File: config.mk
export PLATFORM = sky130hd
export DESIGN_NAME = log_antilog_decoder_flat
export DESIGN_NICKNAME = d
export VERILOG_FILES = /design/src/rtl/log_antilog_decoder_if.sv /design/src/rtl/log_antilog_decoder.sv /design/src/flat_wrapper.sv
export SDC_FILE = /design/constraint.sdc
export NUM_CORES = 1
export LEC_CHECK = 0
export BUFFER_PORTS_ARGS = -buffer_cell sky130_fd_sc_hd__buf_2
export CAP_MARGIN = 5
export CORE_UTILIZATION = 50
export DETAILED_ROUTE_END_ITERATION = 10
export PLACE_DENSITY_LB_ADDON = 0.1
export RECOVER_POWER = 100
export REMOVE_ABC_BUFFERS = 1
export SYNTH_ARGS = -nofsm -noshare
export SYNTH_HDL_FRONTEND = slang
export SYNTH_SLANG_ARGS = --single-unit
export TNS_END_PERCENT = 30
File: constraint.sdc
create_clock -name clk -period 3.4 [get_ports clk]
set_clock_uncertainty 0.05 [all_clocks]
set_input_delay 0.51 -clock clk [delete_from_list [all_inputs] [get_ports clk]]
set_output_delay 0.51 -clock clk [all_outputs]
set_load 0.01 [all_outputs]
File: src/rtl/log_antilog_decoder_if.sv
// Valid/ready bundle for the log-to-linear decoder: log-domain input beat and linear result.
// The slave modport is the decoder side; the master modport is the producer/consumer side.
interface log_antilog_decoder_if #(
    parameter int unsigned OutW  = 16,
    parameter int unsigned FracW = 7,
    parameter int unsigned KW    = $clog2(OutW) + 1
);
    logic             in_valid;
    logic             in_ready;
    logic [KW-1:0]    in_k;
    logic [FracW-1:0] in_frac;
    logic             in_zero;
    logic             out_valid;
    logic             out_ready;
    logic [OutW-1:0]  out_data;
    logic             out_ovf;

    modport master (
        output in_valid, in_k, in_frac, in_zero, out_ready,
        input  in_ready, out_valid, out_data, out_ovf
    );

    modport slave (
        input  in_valid, in_k, in_frac, in_zero, out_ready,
        output in_ready, out_valid, out_data, out_ovf
    );
endinterface

File: src/rtl/log_antilog_decoder.sv
// Mitchell antilog: rebuilds floor((1 + f/2^FracW) * 2^k) from a log-domain {k, f} beat.
// Two-stage valid/ready pipeline: stage 1 decodes shift/flags, stage 2 shifts and holds the result.
module log_antilog_decoder #(
    parameter int unsigned OutW  = 16,
    parameter int unsigned FracW = 7,
    parameter int unsigned KW    = $clog2(OutW) + 1
) (
    input logic                  clk,
    input logic                  rst,
    log_antilog_decoder_if.slave bus
);
    localparam int unsigned MantW = FracW + 1;

    logic             adv1;
    logic             adv2;
    logic             in_fire;

    logic             s1_valid;
    logic             s1_left;
    logic             s1_zero;
    logic             s1_ovf;
    logic [KW-1:0]    s1_amt;
    logic [FracW-1:0] s1_frac;

    logic             s2_valid;
    logic [OutW-1:0]  s2_data;
    logic             s2_ovf;

    logic             dec_left;
    logic [KW-1:0]    dec_amt;
    logic             dec_ovf;

    logic [OutW-1:0]  mant_w;
    logic [OutW-1:0]  shifted;
    logic [OutW-1:0]  res_data;
    logic             res_ovf;

    // Backpressure ripples combinationally from out_ready to in_ready; no skid buffer.
    always_comb begin
        adv2    = ~s2_valid | bus.out_ready;
        adv1    = ~s1_valid | adv2;
        in_fire = bus.in_valid & adv1;
    end

    always_comb begin
        dec_left = bus.in_k >= KW'(FracW);
        dec_amt  = dec_left ? (bus.in_k - KW'(FracW)) : (KW'(FracW) - bus.in_k);
        dec_ovf  = ~bus.in_zero & (bus.in_k > KW'(OutW - 1));
    end

    always_ff @(posedge clk) begin
        if (rst) begin
            s1_valid <= 1'b0;
            s1_left  <= 1'b0;
            s1_zero  <= 1'b0;
            s1_ovf   <= 1'b0;
            s1_amt   <= '0;
            s1_frac  <= '0;
        end else if (adv1) begin
            s1_valid <= bus.in_valid;
            if (in_fire) begin
                s1_left <= dec_left;
                s1_zero <= bus.in_zero;
                s1_ovf  <= dec_ovf;
                s1_amt  <= dec_amt;
                s1_frac <= bus.in_frac;
            end
        end
    end

    // Left shifts cannot lose the leading one here: overflowing k values are diverted by s1_ovf.
    always_comb begin
        mant_w            = '0;
        mant_w[MantW-1:0] = {1'b1, s1_frac};
        shifted           = s1_left ? (mant_w << s1_amt) : (mant_w >> s1_amt);
        if (s1_zero) begin
            res_data = '0;
            res_ovf  = 1'b0;
        end else if (s1_ovf) begin
            res_data = '1;
            res_ovf  = 1'b1;
        end else begin
            res_data = shifted;
            res_ovf  = 1'b0;
        end
    end

    // The result registers only change when stage 2 loads, so a stalled output stays put.
    always_ff @(posedge clk) begin
        if (rst) begin
            s2_valid <= 1'b0;
            s2_data  <= '0;
            s2_ovf   <= 1'b0;
        end else if (adv2) begin
            s2_valid <= s1_valid;
            if (s1_valid) begin
                s2_data <= res_data;
                s2_ovf  <= res_ovf;
            end
        end
    end

    assign bus.in_ready  = adv1;
    assign bus.out_valid = s2_valid;
    assign bus.out_data  = s2_data;
    assign bus.out_ovf   = s2_ovf;

endmodule
File: src/flat_wrapper.sv
// flat-port wrapper written by rule: the top's interface ports become plain ports
module log_antilog_decoder_flat 
#(
    parameter int unsigned OutW  = 16,
    parameter int unsigned FracW = 7,
    parameter int unsigned KW    = $clog2(OutW) + 1
)
  (clk, rst, bus_in_valid, bus_in_k, bus_in_frac, bus_in_zero, bus_out_ready, bus_in_ready, bus_out_valid, bus_out_data, bus_out_ovf);
  log_antilog_decoder_if #(.OutW(OutW), .FracW(FracW), .KW(KW)) bus_i ();
  input logic clk;
  input logic rst;
  input wire logic [$bits(bus_i.in_valid)-1:0] bus_in_valid;
  input wire logic [$bits(bus_i.in_k)-1:0] bus_in_k;
  input wire logic [$bits(bus_i.in_frac)-1:0] bus_in_frac;
  input wire logic [$bits(bus_i.in_zero)-1:0] bus_in_zero;
  input wire logic [$bits(bus_i.out_ready)-1:0] bus_out_ready;
  output wire logic [$bits(bus_i.in_ready)-1:0] bus_in_ready;
  output wire logic [$bits(bus_i.out_valid)-1:0] bus_out_valid;
  output wire logic [$bits(bus_i.out_data)-1:0] bus_out_data;
  output wire logic [$bits(bus_i.out_ovf)-1:0] bus_out_ovf;
  assign bus_i.in_valid = bus_in_valid;
  assign bus_i.in_k = bus_in_k;
  assign bus_i.in_frac = bus_in_frac;
  assign bus_i.in_zero = bus_in_zero;
  assign bus_i.out_ready = bus_out_ready;
  assign bus_in_ready = bus_i.in_ready;
  assign bus_out_valid = bus_i.out_valid;
  assign bus_out_data = bus_i.out_data;
  assign bus_out_ovf = bus_i.out_ovf;
  log_antilog_decoder #(.OutW(OutW), .FracW(FracW), .KW(KW)) u_core (.clk(clk), .rst(rst), .bus(bus_i));
endmodule
Yosys cells after proc, flatten, opt, wreduce, memory -nomap -nowiden
Cells that the tools add are included.
{ "op_classes": {"n_addsub": 2, "n_reduce_logical": 2, "n_lt_le_gt_ge": 2, "mux": 6, "shift": 2, "n_bitwise": 7} }
{ "op_table": {"columns": ["op", "count"], "rows": [
  ["16-bit 2-to-1 mux", 3],
  ["8-bit by 5-bit left shift with 16-bit output", 1],
  ["8-bit by 5-bit >> shifter with 16-bit output", 1],
  ["5-bit by 3-bit greater-or-equal comparator with 1-bit output, second input constant", 1],
  ["5-bit by 4-bit greater-than comparator with 1-bit output, second input constant", 1],
  ["5-bit 2-to-1 mux", 1],
  ["3-bit by 5-bit subtractor with 5-bit output, first input constant", 1],
  ["5-bit by 3-bit subtractor with 5-bit output, second input constant", 1],
  ["2-bit AND reduction", 2],
  ["1-bit inverter", 3],
  ["1-bit AND", 2],
  ["1-bit 2-to-1 mux", 2],
  ["1-bit OR", 2]
]} }
{ "word_totals": {"out_inout_bits": 19, "regBits": 34} }

Depth between registers and ports, before layout
Gate-level depths: netlist (run 1).
{ "depth": {"word_depth": 5, "mapped_depth": 6} }

Worst setup path after synthesis (run 1)
OpenSTA, ideal clock, no wires.
{ "synth_path": {"kind": "input-to-reg", "from": "input bus_out_ready", "to": "register u_core.s2_data[2], in the netlist u_core.bus.out_data[2]", "slack_ps": 1814, "path_buffers": 1, "path_stages": 5, "t_arrival_ps": 1444, "setup_ps": 92, "cell_sequence": "and2b_4 > buf_6 > nor4_2 > nand3_1 > o32ai_1"} }
{ "synth_via": {"elab_chain_cells": 2} }
{ "synth_lines": {"columns": ["item", "line", "text"], "rows": [
  ["start, declared", "flat_wrapper.sv:16", "input wire logic [$bits(bus_i.out_ready)-1:0] bus_out_ready;"],
  ["1-bit OR", "log_antilog_decoder.sv:40", "adv2 = ~s2_valid | bus.out_ready;"],
  ["2-bit AND reduction (no line)", null, null],
  ["end signal, assigned", "log_antilog_decoder.sv:97", "s2_data <= res_data;"],
  ["end, declared", "log_antilog_decoder.sv:26", "logic [OutW-1:0] s2_data;"]
]} }
No other way between the ends.
A chain may end at the register's enable or synchronous reset.

==> impl_metrics.json, run 1 <==
{
  "routabilityCongestion": 0.885,
  "synth_area_leaders": "dfxtp_1 32%, a21oi_1 6.9%, mux2i_1 6.6%",
  "antenna_found_initial": 0,
  "ys_seq_elements": 34,
  "leakagePower_nw": 0.816,
  "ir_drop_mv": 0.214,
  "async_flop_share": 0,
  "p_int_uw": 651,
  "fin_area_mm2": 0.00232,
  "ff2ff_setup_slack_ps": 970,
  "tritoncts.num_buffers": 5,
  "place_area_mm2": 0.00226,
  "seq_area_frac_synth": 0.321,
  "grt-ovfl-total": 0,
  "cp-end-kind": "register",
  "dp_hpwl_um": 3770,
  "syn_inst": 255,
  "via_per_inst": 6.19,
  "critPathLaunchType": "primary input",
  "finalSetupViolCount": 0,
  "synth_top_area_cell": "dfxtp_1",
  "ctsHoldBuffers": 0,
  "grt.total_usage": 0.268,
  "wirelength_um": 5480,
  "htree_levels": 2,
  "p_clk_frac": 0.335,
  "min_period_over_period": 0.736,
  "p_seq_frac": 0.484,
  "drc": 0,
  "layout_commonest_cell": "dfxtp_1",
  "final_cell_mix": "34 x dfxtp_1, 29 x a21oi_1, 27 x nand2_1",
  "synthFlopType": "dfxtp_1",
  "tightest_slew_ps": 1650,
  "clkSlewWorstSetupHoldPaths_ps": 70,
  "fin_nets": 298,
  "clockBufferDepth": 2,
  "detail_route.first_pass.iterations": 4,
  "layout_setup_ws_ps": 899,
  "grt_pass1_vias": 1761,
  "fin_crit_ps": 2500,
  "startpoint": "rst",
  "ys_warn_count": 0,
  "die_w_um": 67.1,
  "hold_slack_ps": 391,
  "max_freq_mhz": 400,
  "dieArea_mm2": 0.00450,
  "critPathMaxFanout": 36,
  "cts_root_buf": "clkbuf_8",
  "cts_tree": "built",
  "yosys.area.top_type_share": 0.321,
  "wire_per_inst_um": 16.7,
  "comb_power_share": 0.181,
  "crit_required_ps": 3460,
  "worstPathArrival_ps": 2560,
  "core_area_mm2": 0.00403,
  "powerDensity_mw_per_mm2": 408,
  "syn_to_final_growth_pct": 9.33,
  "cts_resized": 0,
  "io_buffers": 35,
  "max_slew_margin": -0.102,
  "final_antenna_net_count": 0,
  "drt_iter0_drc": 145,
  "diodes": 0,
  "grt_max_degree": 37,
  "rsz0062_at_grt": "no",
  "drv_cap": 1,
  "drive_above_1_share": 0.115,
  "via_count": 2036,
  "cts_setup_buffers": 0,
  "finalHoldViolCount": 0,
  "syn_area_per_cell_um2": 8.31,
  "die_y_um": 67.1,
  "p_switching_uw": 294,
  "status": "finished with violations",
  "synth_cell_types": 50,
  "syn-cell-area_mm2": 0.00212,
  "fin_setup_tns_ps": 0,
  "slew_viol_final": 37,
  "failed_checks": "max-capacitance violations, max-slew violations",
  "io_pins": 36,
  "grt_first_pass_wirelength_um": 8740,
  "holdCritPathClass": "in2reg",
  "swShare": 0.311,
  "path_class": "in2reg",
  "clkLatencyLatePin_ps": 290,
  "place_worst_setup_slack_ps": 1350,
  "cts_num_sinks": 34,
  "hold_start": "bus_in_k[0]",
  "start_util": 0.526,
  "rows": 23,
  "r2r-start": "u_core.s1_amt[0]$_SDFFE_PP0P_",
  "synth_edf_count": 0
}
Yosys cell counts, drive strengths merged, types with 2 or more instances:
master,number
mux4,2
or3b,2
nand4b,2
mux2i,14
o2111ai,2
buf,12
nand3b,4
a221oi,10
nor2,13
and3,4
a31oi,3
nor3b,2
nand2b,6
clkbuf,8
nor4,6
a21oi,30
nand2,27
o22ai,9
or3,2
a211oi,9
dfxtp,34
nor3,6
inv,11
a21boi,2
nand4,3
xnor2,2
o21ai,11
nand3,3
ha,3
worst paths after layout:
path                                         end  cells past startpoint
max          u_core.bus.out_data[5]$_SDFFE_PP0P_                      4
min                u_core.s1_amt[0]$_SDFFE_PP0P_                      2
max reg2reg  u_core.bus.out_data[1]$_SDFFE_PP0P_                      5
min reg2reg          u_core.s1_zero$_SDFFE_PP0P_                      2
worst max-delay path: stages:
cell,delay [ps]
clkbuf_1,1170
inv_1,420
nand4_1,340
o22ai_1,120
through the flow:
stage | util | std cells | total power [mW]
4_1_cts | 0.584 | 329 | 0.950
3_5_place_dp | 0.561 | 321 | 0.638
2_1_floorplan | - | 235 | 0.572
5_1_grt | 0.575 | 329 | 0.991
6_report | 0.575 | 329 | 0.945
3_3_place_gp | 0.561 | 321 | 0.636
power groups by stage:
stage / combinational, mW / sequential [mW] / clock (mW)
after floorplan: 0.113 / 0.459 / 0
after global placement: 0.171 / 0.464 / 0
after detailed placement: 0.173 / 0.465 / 0
after CTS: 0.174 / 0.456 / 0.320
after global routing: 0.190 / 0.462 / 0.340
final: 0.171 / 0.457 / 0.317
layer usage:
layer  up-vias  part of all wire  global-route usage
li1       1006                 -                   -
met1       940              0.45               0.360
met2        80              0.47               0.395
met3        10             0.060              0.0634
met4         0             0.024               0.130
met5         -                 0                   0
flip-flops by register name, indices dropped and copies added, names as in the netlist:
name	count
u_core.bus.out_data	16
u_core.bus.out_ovf	1
u_core.bus.out_valid	1
u_core.s1_amt	5
u_core.s1_frac	7
u_core.s1_left	1
u_core.s1_ovf	1
u_core.s1_valid	1
u_core.s1_zero	1
cell type report:
| cell class | count | area [um2] |
|---|---|---|
| Sequential cell | 34 | 681 |
| Timing Repair Buffer | 36 | 154 |
| Fill cell | 395 | 1710 |
| Tap cell | 50 | 62.6 |
| Multi-Input combinational cell | 190 | 1290 |
| Clock inverter | 1 | 5.00 |
| Inverter | 11 | 41.3 |
| Clock buffer | 7 | 86.3 |
kinds of logic (layout without fill, tap and decap cells):
kind of cell             count (synthesis)  in the layout  synth area share
flip-flops                              34             34             0.321
adder cells (fa/ha/maj)                  3              3            0.0177
AO/OA/AOI/OAI                           85             85             0.262
AND/OR/NAND/NOR                         83             83             0.230
XOR/XNOR                                 2              2           0.00827
buffers and inverters                   31             55            0.0685
multiplexers                            17             17            0.0927
Power figures use the tool's default switching activity.
==> inputs of run 2 (changes only) <==
- ABC_AREA: not set -> 1
- clock period: 3.4 -> 2.5 ns (I/O delays scaled with it)
==> run 2 against run 1 <==
- the flow now finishes without violations
- worst setup slack worse by 380 ps
- final cell count up 30%
- clock-buffer cell count down 1
- total power up 56%
- sequential share of layout area down 1.9 points
- utilization down 1.0 points
- critical path depth up 3
- sequential power up 34%
- clock power up 68%
- first-iteration DRC count up 33%
- critical endpoint is now u_core.bus.out_data[12]$_SDFFE_PP0P_
- largest power group unchanged
==> impl_metrics.json, run 2 <==
{
  "status": "finished, final reports clean",
  "largest_reg_flops": 16,
  "cp_cell_sequence": "nand2_1 -> nand2_1 -> nor2_1 -> inv_4 -> nor3_4 -> nand3_1 -> a21oi_1",
  "cts_resized": 0,
  "syn_area_per_cell_um2": 6.58,
  "die_w_um": 69.6,
  "synthFlopType": "dfxtp_1",
  "max_freq_mhz": 504,
  "fin_area_mm2": 0.00248,
  "dieArea_mm2": 0.00484,
  "io_buffers": 35,
  "io_pins": 36,
  "detail_route.first_pass.iterations": 4,
  "place_area_mm2": 0.00242,
  "drive_above_1_share": 0.143,
  "synth_area_leaders": "dfxtp_1 30%, nand2_1 18%, a21oi_1 8.5%",
  "fin_nets": 397,
  "start_util": 0.521,
  "cp-end-kind": "register",
  "cts_setup_buffers": 0,
  "ys_warn_count": 0,
  "max_slew_margin": 0.478,
  "via_per_inst": 5.23,
  "fin_setup_tns_ps": 0,
  "yosys.area.top_type_share": 0.298,
  "async_flop_share": 0,
  "slew_viol_final": 0,
  "clockBufferDepth": 2,
  "tightest_slew_ps": 782,
  "rsz0062_at_grt": "no",
  "final_antenna_net_count": 0,
  "grt_first_pass_wirelength_um": 9800,
  "path_class": "reg2reg",
  "syn_to_final_growth_pct": 8.38,
  "multi_input_area_mm2": 0.00132,
  "finalHoldViolCount": 0,
  "ctsHoldBuffers": 0,
  "die_y_um": 69.6,
  "met2WireLength_um": 2740,
  "dp_hpwl_um": 4160,
  "min_period_over_period": 0.793,
  "met3_length_um": 245,
  "clkSlewWorstSetupHoldPaths_ps": 70,
  "cts_tree": "built",
  "tritoncts.num_buffers": 5,
  "critical-path-max-stage-delay_ps": 510,
  "drt_iter0_drc": 193,
  "rows": 24,
  "layout_commonest_cell": "nand2_1",
  "critPathLaunchType": "register",
  "drv_cap": 0,
  "wl_met1_um": 2600,
  "antenna_found_initial": 0,
  "diodes": 0,
  "crit_required_ps": 2670,
  "htree_levels": 2,
  "cp_slowest_cell": "nor2_1",
  "routabilityCongestion": 0.912,
  "fillers": 484,
  "grt.total_usage": 0.253,
  "grt_pass1_vias": 2122,
  "finalSetupViolCount": 0,
  "synth_most_common_cell": "nand2_1",
  "power.total_mw": 1.47,
  "crit_top_cell": "nand2_1",
  "worstPathArrival_ps": 2150,
  "via_count": 2242,
  "final_cell_mix": "112 x nand2_1, 41 x a21oi_1, 39 x nand3_1",
  "ys_seq_elements": 34,
  "leakagePower_nw": 1.19,
  "ir_drop_mv": 0.364,
  "syn-cell-area_mm2": 0.00228,
  "core_area_mm2": 0.00438,
  "grt_max_degree": 24,
  "clkLatencyLatePin_ps": 290,
  "powerDensity_mw_per_mm2": 594,
  "highest_layer": "met4",
  "synth_top_area_cell": "dfxtp_1",
  "holdCritPathClass": "in2reg",
  "cts_num_sinks": 34,
  "seqCellArea_um2": 681,
  "wirelength_um": 5630,
  "wire_per_inst_um": 13.1,
  "ys_top_cells_by_count": "110 x nand2_1, 39 x a21oi_1, 39 x nand3_1, 34 x dfxtp_1, 22 x inv_1",
  "fin_crit_ps": 1980,
  "critPathMaxFanout": 19,
  "syn_inst": 347,
  "synth_cell_types": 35,
  "grt-ovfl-total": 0,
  "drc": 0,
  "cts_root_buf": "clkbuf_8",
  "seq_area_frac_synth": 0.298,
  "synth_edf_count": 0
}
run 2: final cells by class:
type,count,share of cell area
sequential,34,0.275
clock buffer,6,0.0334
clock inverter,1,0.0121
multi-input combinational,266,0.532
tap,52,0.0263
inverter,31,0.0500
timing repair buffer,39,0.0718
run 2: cells by family after synthesis:
group,Yosys count,share of synthesized area
flip-flops,34,0.298
AO/OA/AOI/OAI,70,0.171
AND/OR/NAND/NOR,191,0.396
XOR/XNOR,2,0.00767
adder cells (fa/ha/maj),3,0.0164
buffers and inverters,47,0.111
run 2: power by group:
part | switching (mW) | leakage, nW | internal (mW)
clock network | 0.212 | 0.0573 | 0.319
logic | 0.218 | 0.857 | 0.112
registers | 0.0399 | 0.279 | 0.571
run 2: metrics by stage:
step	setup WS [ps]	hold WS [ps]	std cells	utilization
6_report	518	248	429	0.565
5_1_grt	262	259	429	0.565
4_1_cts	717	237	429	0.579
3_5_place_dp	735	406	422	0.553
3_3_place_gp	723	400	422	0.553
2_1_floorplan	815	387	331	-
run 2: final timing paths:
check,start,to,slack (ps),cells past startpoint
worst min-delay path,bus_in_k[0],u_core.s1_amt[0]$_SDFFE_PP0P_,250,2
worst max-delay path,u_core.bus.out_valid$_SDFFE_PP0P_,u_core.bus.out_data[12]$_SDFFE_PP0P_,520,7
worst max register to register,u_core.bus.out_valid$_SDFFE_PP0P_,u_core.bus.out_data[12]$_SDFFE_PP0P_,520,7
worst min register to register,u_core.bus.out_data[2]$_SDFFE_PP0P_,u_core.bus.out_data[2]$_SDFFE_PP0P_,420,2
run 2: routing by layer:
layer  GRT usage  up-vias
met5           0        -
met4      0.0635        0
met3      0.0480        4
met2       0.425       54
met1       0.333      988
li1            -     1196
run 2: critical path: cells and delay by family (launching register included):
kind | cells | cell delay [ps]
simple gates | 5 | 1260
compound gates | 1 | 140
buf+inv | 1 | 140
flops | 1 | 320
